`src/rtl/ram_pkg.sv`:
```
// Shared definitions for the sync_ram_dp memory block: controller state
// encoding, lane-count helper and the legal read-latency range.
package ram_pkg;

  // Controller state. RAM_INIT only exists when the clear sweep is built in.
  typedef enum logic {
    RAM_INIT = 1'b0,
    RAM_RUN  = 1'b1
  } ram_state_e;

  localparam int READ_LATENCY_MIN = 1;
  localparam int READ_LATENCY_MAX = 2;

  // Number of write-mask lanes in a word.
  function automatic int lane_count(input int word_width, input int byte_width);
    return word_width / byte_width;
  endfunction

endpackage

```
`src/rtl/sync_ram_dp_if.sv`:
```
// Bus bundle for sync_ram_dp: one masked write port and one read port.
//
// Handshake: a request (WriteEnable and/or ReadEnable) is accepted on a
// rising Clock edge only when Ready is high at that edge; requests while
// Ready is low are dropped, not held. Every accepted read produces exactly
// one ReadValid pulse (one cycle wide) a fixed number of edges later, in
// request order. There is no back-pressure on the read result.
interface sync_ram_dp_if
  import ram_pkg::*;
#(
  parameter int WORD_WIDTH = 16,
  parameter int ADDR_WIDTH = 8,
  parameter int BYTE_WIDTH = 8
);
  localparam int LANES = lane_count(WORD_WIDTH, BYTE_WIDTH);

  logic                  Ready;
  logic                  WriteEnable;
  logic [ADDR_WIDTH-1:0] WriteAddr;
  logic [WORD_WIDTH-1:0] WriteData;
  logic [LANES-1:0]      WriteMask;
  logic                  ReadEnable;
  logic [ADDR_WIDTH-1:0] ReadAddr;
  logic [WORD_WIDTH-1:0] ReadData;
  logic                  ReadValid;
  ram_state_e            DbgState;

  // Requester side (core / testbench).
  modport master (
    input  Ready, ReadData, ReadValid, DbgState,
    output WriteEnable, WriteAddr, WriteData, WriteMask, ReadEnable, ReadAddr
  );

  // Memory side.
  modport slave (
    output Ready, ReadData, ReadValid, DbgState,
    input  WriteEnable, WriteAddr, WriteData, WriteMask, ReadEnable, ReadAddr
  );

endinterface

```
`src/rtl/sync_ram_read_pipe.sv`:
```
// Read-result delay line for sync_ram_dp. Holds the output register
// (ReadData keeps its last valid value) plus an optional extra stage when
// READ_LATENCY is 2. All valid bits are cleared by nReset so in-flight reads
// are discarded.
module sync_ram_read_pipe
  import ram_pkg::*;
#(
  parameter int WORD_WIDTH   = 16,
  parameter int READ_LATENCY = 1
) (
  input  logic                  Clock,
  input  logic                  nReset,
  input  logic                  valid_i,
  input  logic [WORD_WIDTH-1:0] data_i,
  output logic                  valid_o,
  output logic [WORD_WIDTH-1:0] data_o
);

  logic                  stage_valid;
  logic [WORD_WIDTH-1:0] stage_data;
  logic                  valid_q;
  logic [WORD_WIDTH-1:0] data_q;

  if (READ_LATENCY < READ_LATENCY_MIN || READ_LATENCY > READ_LATENCY_MAX) begin : g_bad_latency
    $error("sync_ram_read_pipe: READ_LATENCY must be 1 or 2");
  end

  if (READ_LATENCY == 2) begin : g_extra_stage
    logic                  mid_valid_q;
    logic [WORD_WIDTH-1:0] mid_data_q;

    // Extra pipeline stage; data only advances with a valid result.
    always_ff @(posedge Clock or negedge nReset) begin
      if (!nReset) begin
        mid_valid_q <= 1'b0;
        mid_data_q  <= '0;
      end else begin
        mid_valid_q <= valid_i;
        if (valid_i) mid_data_q <= data_i;
      end
    end

    assign stage_valid = mid_valid_q;
    assign stage_data  = mid_data_q;
  end else begin : g_direct
    assign stage_valid = valid_i;
    assign stage_data  = data_i;
  end

  // Output register: ReadValid pulses per result, ReadData holds between them.
  always_ff @(posedge Clock or negedge nReset) begin
    if (!nReset) begin
      valid_q <= 1'b0;
      data_q  <= '0;
    end else begin
      valid_q <= stage_valid;
      if (stage_valid) data_q <= stage_data;
    end
  end

  assign valid_o = valid_q;
  assign data_o  = data_q;

endmodule

```
`src/rtl/sync_ram_dp.sv`:
```
// Synchronous simple-dual-port RAM with per-lane write mask, write-first
// forwarding for same-address collisions and a fixed-latency, valid-tagged
// read result.
// Optional feature macro: SYNC_RAM_CLEAR_ON_RESET_EN -- when defined, every
// reset runs a clear sweep (one word per cycle) before Ready asserts; when
// undefined, contents are retained across reset.
module sync_ram_dp
  import ram_pkg::*;
#(
  parameter int WORD_WIDTH   = 16,
  parameter int ADDR_WIDTH   = 8,
  parameter int BYTE_WIDTH   = 8,
  parameter int READ_LATENCY = 1
) (
  input  logic         Clock,
  input  logic         nReset,
  sync_ram_dp_if.slave bus
);

  localparam int LANES = lane_count(WORD_WIDTH, BYTE_WIDTH);
  localparam int DEPTH = 1 << ADDR_WIDTH;

  if (WORD_WIDTH % BYTE_WIDTH != 0) begin : g_bad_width
    $error("sync_ram_dp: WORD_WIDTH must be a multiple of BYTE_WIDTH");
  end

  logic                  ready_q;
  logic                  wr_acc;
  logic                  rd_acc;
  logic [WORD_WIDTH-1:0] rd_word;
  logic                  rd_valid_q;
  logic [WORD_WIDTH-1:0] rd_data_q;
  logic                  pipe_valid;
  logic [WORD_WIDTH-1:0] pipe_data;
  logic [WORD_WIDTH-1:0] mem_q [DEPTH];

`ifdef SYNC_RAM_CLEAR_ON_RESET_EN
  ram_state_e            state_q;
  logic [ADDR_WIDTH-1:0] sweep_q;
  logic                  sweep_we;

  // INIT clears one word per edge; Ready rises on the edge clearing DEPTH-1.
  always_ff @(posedge Clock or negedge nReset) begin
    if (!nReset) begin
      state_q <= RAM_INIT;
      sweep_q <= '0;
      ready_q <= 1'b0;
    end else begin
      case (state_q)
        RAM_INIT: begin
          sweep_q <= sweep_q + ADDR_WIDTH'(1);
          if (sweep_q == ADDR_WIDTH'(DEPTH - 1)) begin
            state_q <= RAM_RUN;
            ready_q <= 1'b1;
          end
        end
        default: ready_q <= 1'b1;
      endcase
    end
  end

  assign sweep_we     = (state_q == RAM_INIT);
  assign bus.DbgState = state_q;

  // Storage: sweep clear has priority (Ready is low then anyway), else masked write.
  always_ff @(posedge Clock) begin
    if (sweep_we) begin
      mem_q[sweep_q] <= '0;
    end else if (wr_acc) begin
      for (int i = 0; i < LANES; i++) begin
        if (bus.WriteMask[i])
          mem_q[bus.WriteAddr][i*BYTE_WIDTH +: BYTE_WIDTH] <= bus.WriteData[i*BYTE_WIDTH +: BYTE_WIDTH];
      end
    end
  end
`else
  // Without the sweep the block is usable from the first edge after reset.
  always_ff @(posedge Clock or negedge nReset) begin
    if (!nReset) ready_q <= 1'b0;
    else         ready_q <= 1'b1;
  end

  assign bus.DbgState = RAM_RUN;

  // Storage: masked write, unmasked lanes keep their contents.
  always_ff @(posedge Clock) begin
    if (wr_acc) begin
      for (int i = 0; i < LANES; i++) begin
        if (bus.WriteMask[i])
          mem_q[bus.WriteAddr][i*BYTE_WIDTH +: BYTE_WIDTH] <= bus.WriteData[i*BYTE_WIDTH +: BYTE_WIDTH];
      end
    end
  end
`endif

  assign bus.Ready = ready_q;
  assign wr_acc    = ready_q & bus.WriteEnable;
  assign rd_acc    = ready_q & bus.ReadEnable;

  // Write-first forwarding: lanes written on this same edge return the new data.
  always_comb begin
    rd_word = mem_q[bus.ReadAddr];
    for (int i = 0; i < LANES; i++) begin
      if (wr_acc && bus.WriteMask[i] && (bus.WriteAddr == bus.ReadAddr))
        rd_word[i*BYTE_WIDTH +: BYTE_WIDTH] = bus.WriteData[i*BYTE_WIDTH +: BYTE_WIDTH];
    end
  end

  // Read-accept tag; cleared by reset so a pending read never completes.
  always_ff @(posedge Clock or negedge nReset) begin
    if (!nReset) rd_valid_q <= 1'b0;
    else         rd_valid_q <= rd_acc;
  end

  // Array read register, kept reset-free so it maps onto block RAM.
  always_ff @(posedge Clock) begin
    if (rd_acc) rd_data_q <= rd_word;
  end

  sync_ram_read_pipe #(
    .WORD_WIDTH  (WORD_WIDTH),
    .READ_LATENCY(READ_LATENCY)
  ) u_read_pipe (
    .Clock  (Clock),
    .nReset (nReset),
    .valid_i(rd_valid_q),
    .data_i (rd_data_q),
    .valid_o(pipe_valid),
    .data_o (pipe_data)
  );

  assign bus.ReadValid = pipe_valid;
  assign bus.ReadData  = pipe_data;

endmodule
```
`src/flat_wrapper.sv`:
```
// flat-port wrapper written by rule: the top's interface ports become plain ports
module sync_ram_dp_flat import ram_pkg::*;
#(
  parameter int WORD_WIDTH   = 16,
  parameter int ADDR_WIDTH   = 8,
  parameter int BYTE_WIDTH   = 8,
  parameter int READ_LATENCY = 1
)
  (Clock, nReset, bus_Ready, bus_ReadData, bus_ReadValid, bus_DbgState, bus_WriteEnable, bus_WriteAddr, bus_WriteData, bus_WriteMask, bus_ReadEnable, bus_ReadAddr);
  sync_ram_dp_if #(.WORD_WIDTH(WORD_WIDTH), .ADDR_WIDTH(ADDR_WIDTH), .BYTE_WIDTH(BYTE_WIDTH)) bus_i ();
  input  logic Clock;
  input  logic nReset;
  output wire logic [$bits(bus_i.Ready)-1:0] bus_Ready;
  output wire logic [$bits(bus_i.ReadData)-1:0] bus_ReadData;
  output wire logic [$bits(bus_i.ReadValid)-1:0] bus_ReadValid;
  output wire logic [$bits(bus_i.DbgState)-1:0] bus_DbgState;
  input wire logic [$bits(bus_i.WriteEnable)-1:0] bus_WriteEnable;
  input wire logic [$bits(bus_i.WriteAddr)-1:0] bus_WriteAddr;
  input wire logic [$bits(bus_i.WriteData)-1:0] bus_WriteData;
  input wire logic [$bits(bus_i.WriteMask)-1:0] bus_WriteMask;
  input wire logic [$bits(bus_i.ReadEnable)-1:0] bus_ReadEnable;
  input wire logic [$bits(bus_i.ReadAddr)-1:0] bus_ReadAddr;
  assign bus_Ready = bus_i.Ready;
  assign bus_ReadData = bus_i.ReadData;
  assign bus_ReadValid = bus_i.ReadValid;
  assign bus_DbgState = bus_i.DbgState;
  assign bus_i.WriteEnable = bus_WriteEnable;
  assign bus_i.WriteAddr = bus_WriteAddr;
  assign bus_i.WriteData = bus_WriteData;
  assign bus_i.WriteMask = bus_WriteMask;
  assign bus_i.ReadEnable = bus_ReadEnable;
  assign bus_i.ReadAddr = bus_ReadAddr;
  sync_ram_dp #(.WORD_WIDTH(WORD_WIDTH), .ADDR_WIDTH(ADDR_WIDTH), .BYTE_WIDTH(BYTE_WIDTH), .READ_LATENCY(READ_LATENCY)) u_core (.Clock(Clock), .nReset(nReset), .bus(bus_i));
endmodule
```
`config.mk`:
```
export PLATFORM = sky130hd
export DESIGN_NAME = sync_ram_dp_flat
export DESIGN_NICKNAME = d
export VERILOG_FILES = /design/src/rtl/ram_pkg.sv /design/src/rtl/sync_ram_dp_if.sv /design/src/rtl/sync_ram_read_pipe.sv /design/src/rtl/sync_ram_dp.sv /design/src/flat_wrapper.sv
export SDC_FILE = /design/constraint.sdc
export NUM_CORES = 2
export LEC_CHECK = 0
export CAP_MARGIN = 20
export CORE_UTILIZATION = 25
export DETAILED_ROUTE_END_ITERATION = 10
export GPL_TIMING_DRIVEN = 0
export MAX_ROUTING_LAYER = met4
export PLACE_DENSITY = 0.38
export SKIP_LAST_GASP = 1
export SLEW_MARGIN = 25
export SYNTH_ARGS = -nofsm -noshare
export SYNTH_HDL_FRONTEND = slang
export SYNTH_HIERARCHICAL = 1
export SYNTH_SLANG_ARGS = --single-unit
```
`constraint.sdc`:
```
create_clock -name Clock -period 2.4 [get_ports Clock]
set_clock_uncertainty 0.1 [all_clocks]
set_input_delay 0.48 -clock Clock [delete_from_list [all_inputs] [get_ports Clock]]
set_output_delay 0.48 -clock Clock [all_outputs]
set_load 0.05 [all_outputs]
```
==> impl_results.md <==
- Run status: finished with violations
- Failing checks: setup timing
- Synth area leaders: edfxtp_1 78%, mux4_2 13%, mux2i_1 1.7%
- Worst-case reg-to-reg path depth: 7
- CTS H-Tree Depth: 5
- Vias in the first global route: 83100
- Distinct cells, synth: 53
- Count leader, synth: edfxtp_1
- TritonCTS Sinks: 4131
- Root buffer cell: clkbuf_16
- Placed cell areas: 174000 um^2
- Post-synth top cells: 4112 x edfxtp_1, 920 x mux4_2, 590 x nor2_1
- Internal reg-to-reg setup slack: -680 ps
- CTS Buf Count: 457
- EDFF count, synth: 4112
- VDD IR max: 629 uV
- RSZ-0062 raised after global routing: yes
- DRC Markers: 0
- Total power density per cell area: 794 nW/um^2
- Critical path peak fanout: 10
- Number of DRC markers in iteration 0: 9275
- Relative slew slack: 0.268
- Avg Synthesized Cell Area: 21.4 um^2
- Initial core utilization: 0.251
- DIE HEIGHT: 800 um
- Final Instance Area: 199000 um^2
- Grt ovf: 0
- Final worst slack: -737 ps
- Seq cells post-synth: 4131
- Largest net degree at the start of global routing: 114
- Core Area: 634000 um^2
- CP Capture Type: flip-flop
- Ratio of cells with drive above 1 in the final layout: 0.367
- Placed wire-length estimate: 414000 um
- # IOs: 57
- Post-synth top area cell: edfxtp_1
- Least-Margin Pin Slew: 1100 ps
- RR Endpoint: u_core/rd_data_q[3]
- Max-cap violation count: 0
- Yosys warns: 6
- Final Hold Vio Count: 0
- Post-layout min period: 3140 ps
- Drt first pass iters: 8
- Vias per cell: 4.84
- WHS Path Cells: 2
- GP Congestion: 0.864
- Final antenna-violating net count: 0
- Sw Share: 0.232
- Slew Limit Fails: 0
- P_sw: 36.6 mW
- Sequential share of the synthesized area: 0.778
- IO Port Bufs: 50
- Period utilisation layout: 1.31
- Die Width: 800 um
- RR Startpoint: u_core/mem_q[158][3]
- P_int: 121 mW
- Worst path required time: 3070 ps
- Class of the tightest hold or removal check: in -> reg
- Avg WL per Cell: 34.3 um
- Post-Synthesis Cells: 7459
- Final core utilization: 0.314
- Logic pwr share: 0.064
- Fmax: 319 MHz
- Crit Path Class: in -> reg
- Post-Syn Area: 159000 um^2
- WP data arrival: 3810 ps
- Post-synth ARST share: 0.00460
- Clk slew on worst S/H paths: 60 ps
- Total GRT Usage: 0.184
- Synth-to-layout area growth: 24.9%
- CTS tree: built
- Top FF cell, synth: edfxtp_1
- Max clock buf depth: 4
- Die area: 640000 um^2
- # fillers: 60700
- Detailed Route WL: 589000 um
- Clock share of power: 0.433
- CP startpoint kind: primary input
- Std-Cell Rows: 292
- Worst hold start: bus_WriteData[5]
- Worst-Skew Late Latency: 1040 ps
- Total leakage power: 60.5 nW
- Final setup viols: 2127
- First-pass GRT wire length: 773000 um
- Reg power frac: 0.503
- DR vias: 83000
- Top-area cell type share of the netlist area: 0.775
- Post-layout net count: 8402
- Min-Delay Endpoint: u_core/mem_q[19][5]
- Pre-CTS setup slack: -4740 ps
- Initial antenna violation count: 44
## per-layer routing
metal  track usage  wire length [um]  vias up
li1              -                 -    33300
met1         0.245            251000    46000
met2         0.292            278000     2813
met3        0.0289             36700      841
met4        0.0550             22800        0
met5             -                 0        -
## per-stage QoR
step | hold WS (ps) | cells | setup TNS (ps) | power, mW
floorplan | 84.4 | 7460 | -216460 | 84.9
global route | 245 | 17100 | -236980 | 162
finish | 275 | 17100 | -241070 | 158
global placement | 286 | 15900 | - | 90.9
detailed placement | 277 | 16000 | - | 90.3
CTS | 182 | 16900 | -1979070 | 160
## worst max-delay path by stage
| stage | start | end | slack, ps | cells past startpoint |
|---|---|---|---|---|
| floorplan | bus_ReadAddr[0] | u_core/rd_data_q[13] | -220 | 10 |
| global placement | bus_WriteData[4] | u_core/mem_q[180][4] | -9810 | 1 |
| detailed placement | bus_ReadAddr[4] | u_core/rd_data_q[3] | -4740 | 12 |
| CTS | u_core/mem_q[219][3] | u_core/rd_data_q[3] | -690 | 7 |
| global route | u_core/mem_q[158][3] | u_core/rd_data_q[3] | -640 | 7 |
| finish | bus_ReadAddr[0] | u_core/rd_data_q[8] | -740 | 11 |
## area by class of cell
type	count	area [um^2]	share of cell area
Antenna cell	22	55.1	0.000277
Buffer	471	4460	0.0224
Clock buffer	566	11900	0.0601
Clock inverter	277	2530	0.0127
Inverter	5	27.5	0.000138
Multi-Input combinational cell	2849	38300	0.193
Sequential cell	4131	124000	0.623
Tap cell	8379	10500	0.0527
Timing Repair Buffer	449	7160	0.0360
## critical path: stages
cell and delay [ps]:
buf_16 150, buf_12 170, buf_16 210, buf_12 170, buf_4 270, mux4_2 550
a22o_1 290, a221oi_1 510, a31oi_1 330, o21ai_2 410, a31oi_1 170
## registers in the layout, summed over array words and instances, names as in the netlist
signal	count
u_core/u_read_pipe/data_o	16
u_core/rd_valid_q	1
u_core/u_read_pipe/valid_o	1
u_core/bus.Ready	1
u_core/mem_q	4096
u_core/rd_data_q	16
## cell families after synthesis
kind of cell / share of synthesized area
AOI/OAI and AO/OA: 0.0326
xor gates and xnor gates: 0.000440
buffers and inverters: 0.0158
DFF: 0.778
muxes: 0.149
other: 0.0000235
and+or+nand+nor: 0.0238
## layout by cell type, fill, tap and decap left out, types with 58 or more instances in the layout
cell,count
nor2_4,413
clkbuf_1,150
buf_4,184
o211ai_1,60
nand2_1,76
nor2_2,102
a22o_1,91
clkbuf_2,106
clkinv_2,94
mux2i_1,267
mux4_2,920
buf_16,76
a21oi_1,63
clkbuf_16,465
buf_6,80
clkinv_1,112
buf_12,218
o22ai_1,62
a22oi_2,67
nor2_1,75
a22oi_1,237
edfxtp_1,4112
buf_8,58
## power groups by stage
stage | Combinational, mW | Clock [mW] | Sequential (mW)
6_report | 10.2 | 68.3 | 79.5
3_3_place_gp | 8.82 | 0 | 82.1
4_1_cts | 10.0 | 70.1 | 79.5
5_1_grt | 10.4 | 72.6 | 79.5
3_5_place_dp | 9.32 | 0 | 81.0
2_1_floorplan | 3.76 | 0 | 81.1
## timing repair
item,CTS,global route
gates resized for setup,1267,438
setup buffers,94,192
hold buffers,18,0
hold endpoints to repair,1148,0
pin swaps,105,184
gates cloned,1,5
endpoints found under the setup margin,4130,4129
No activity file was read; power rests on OpenSTA's default activity.
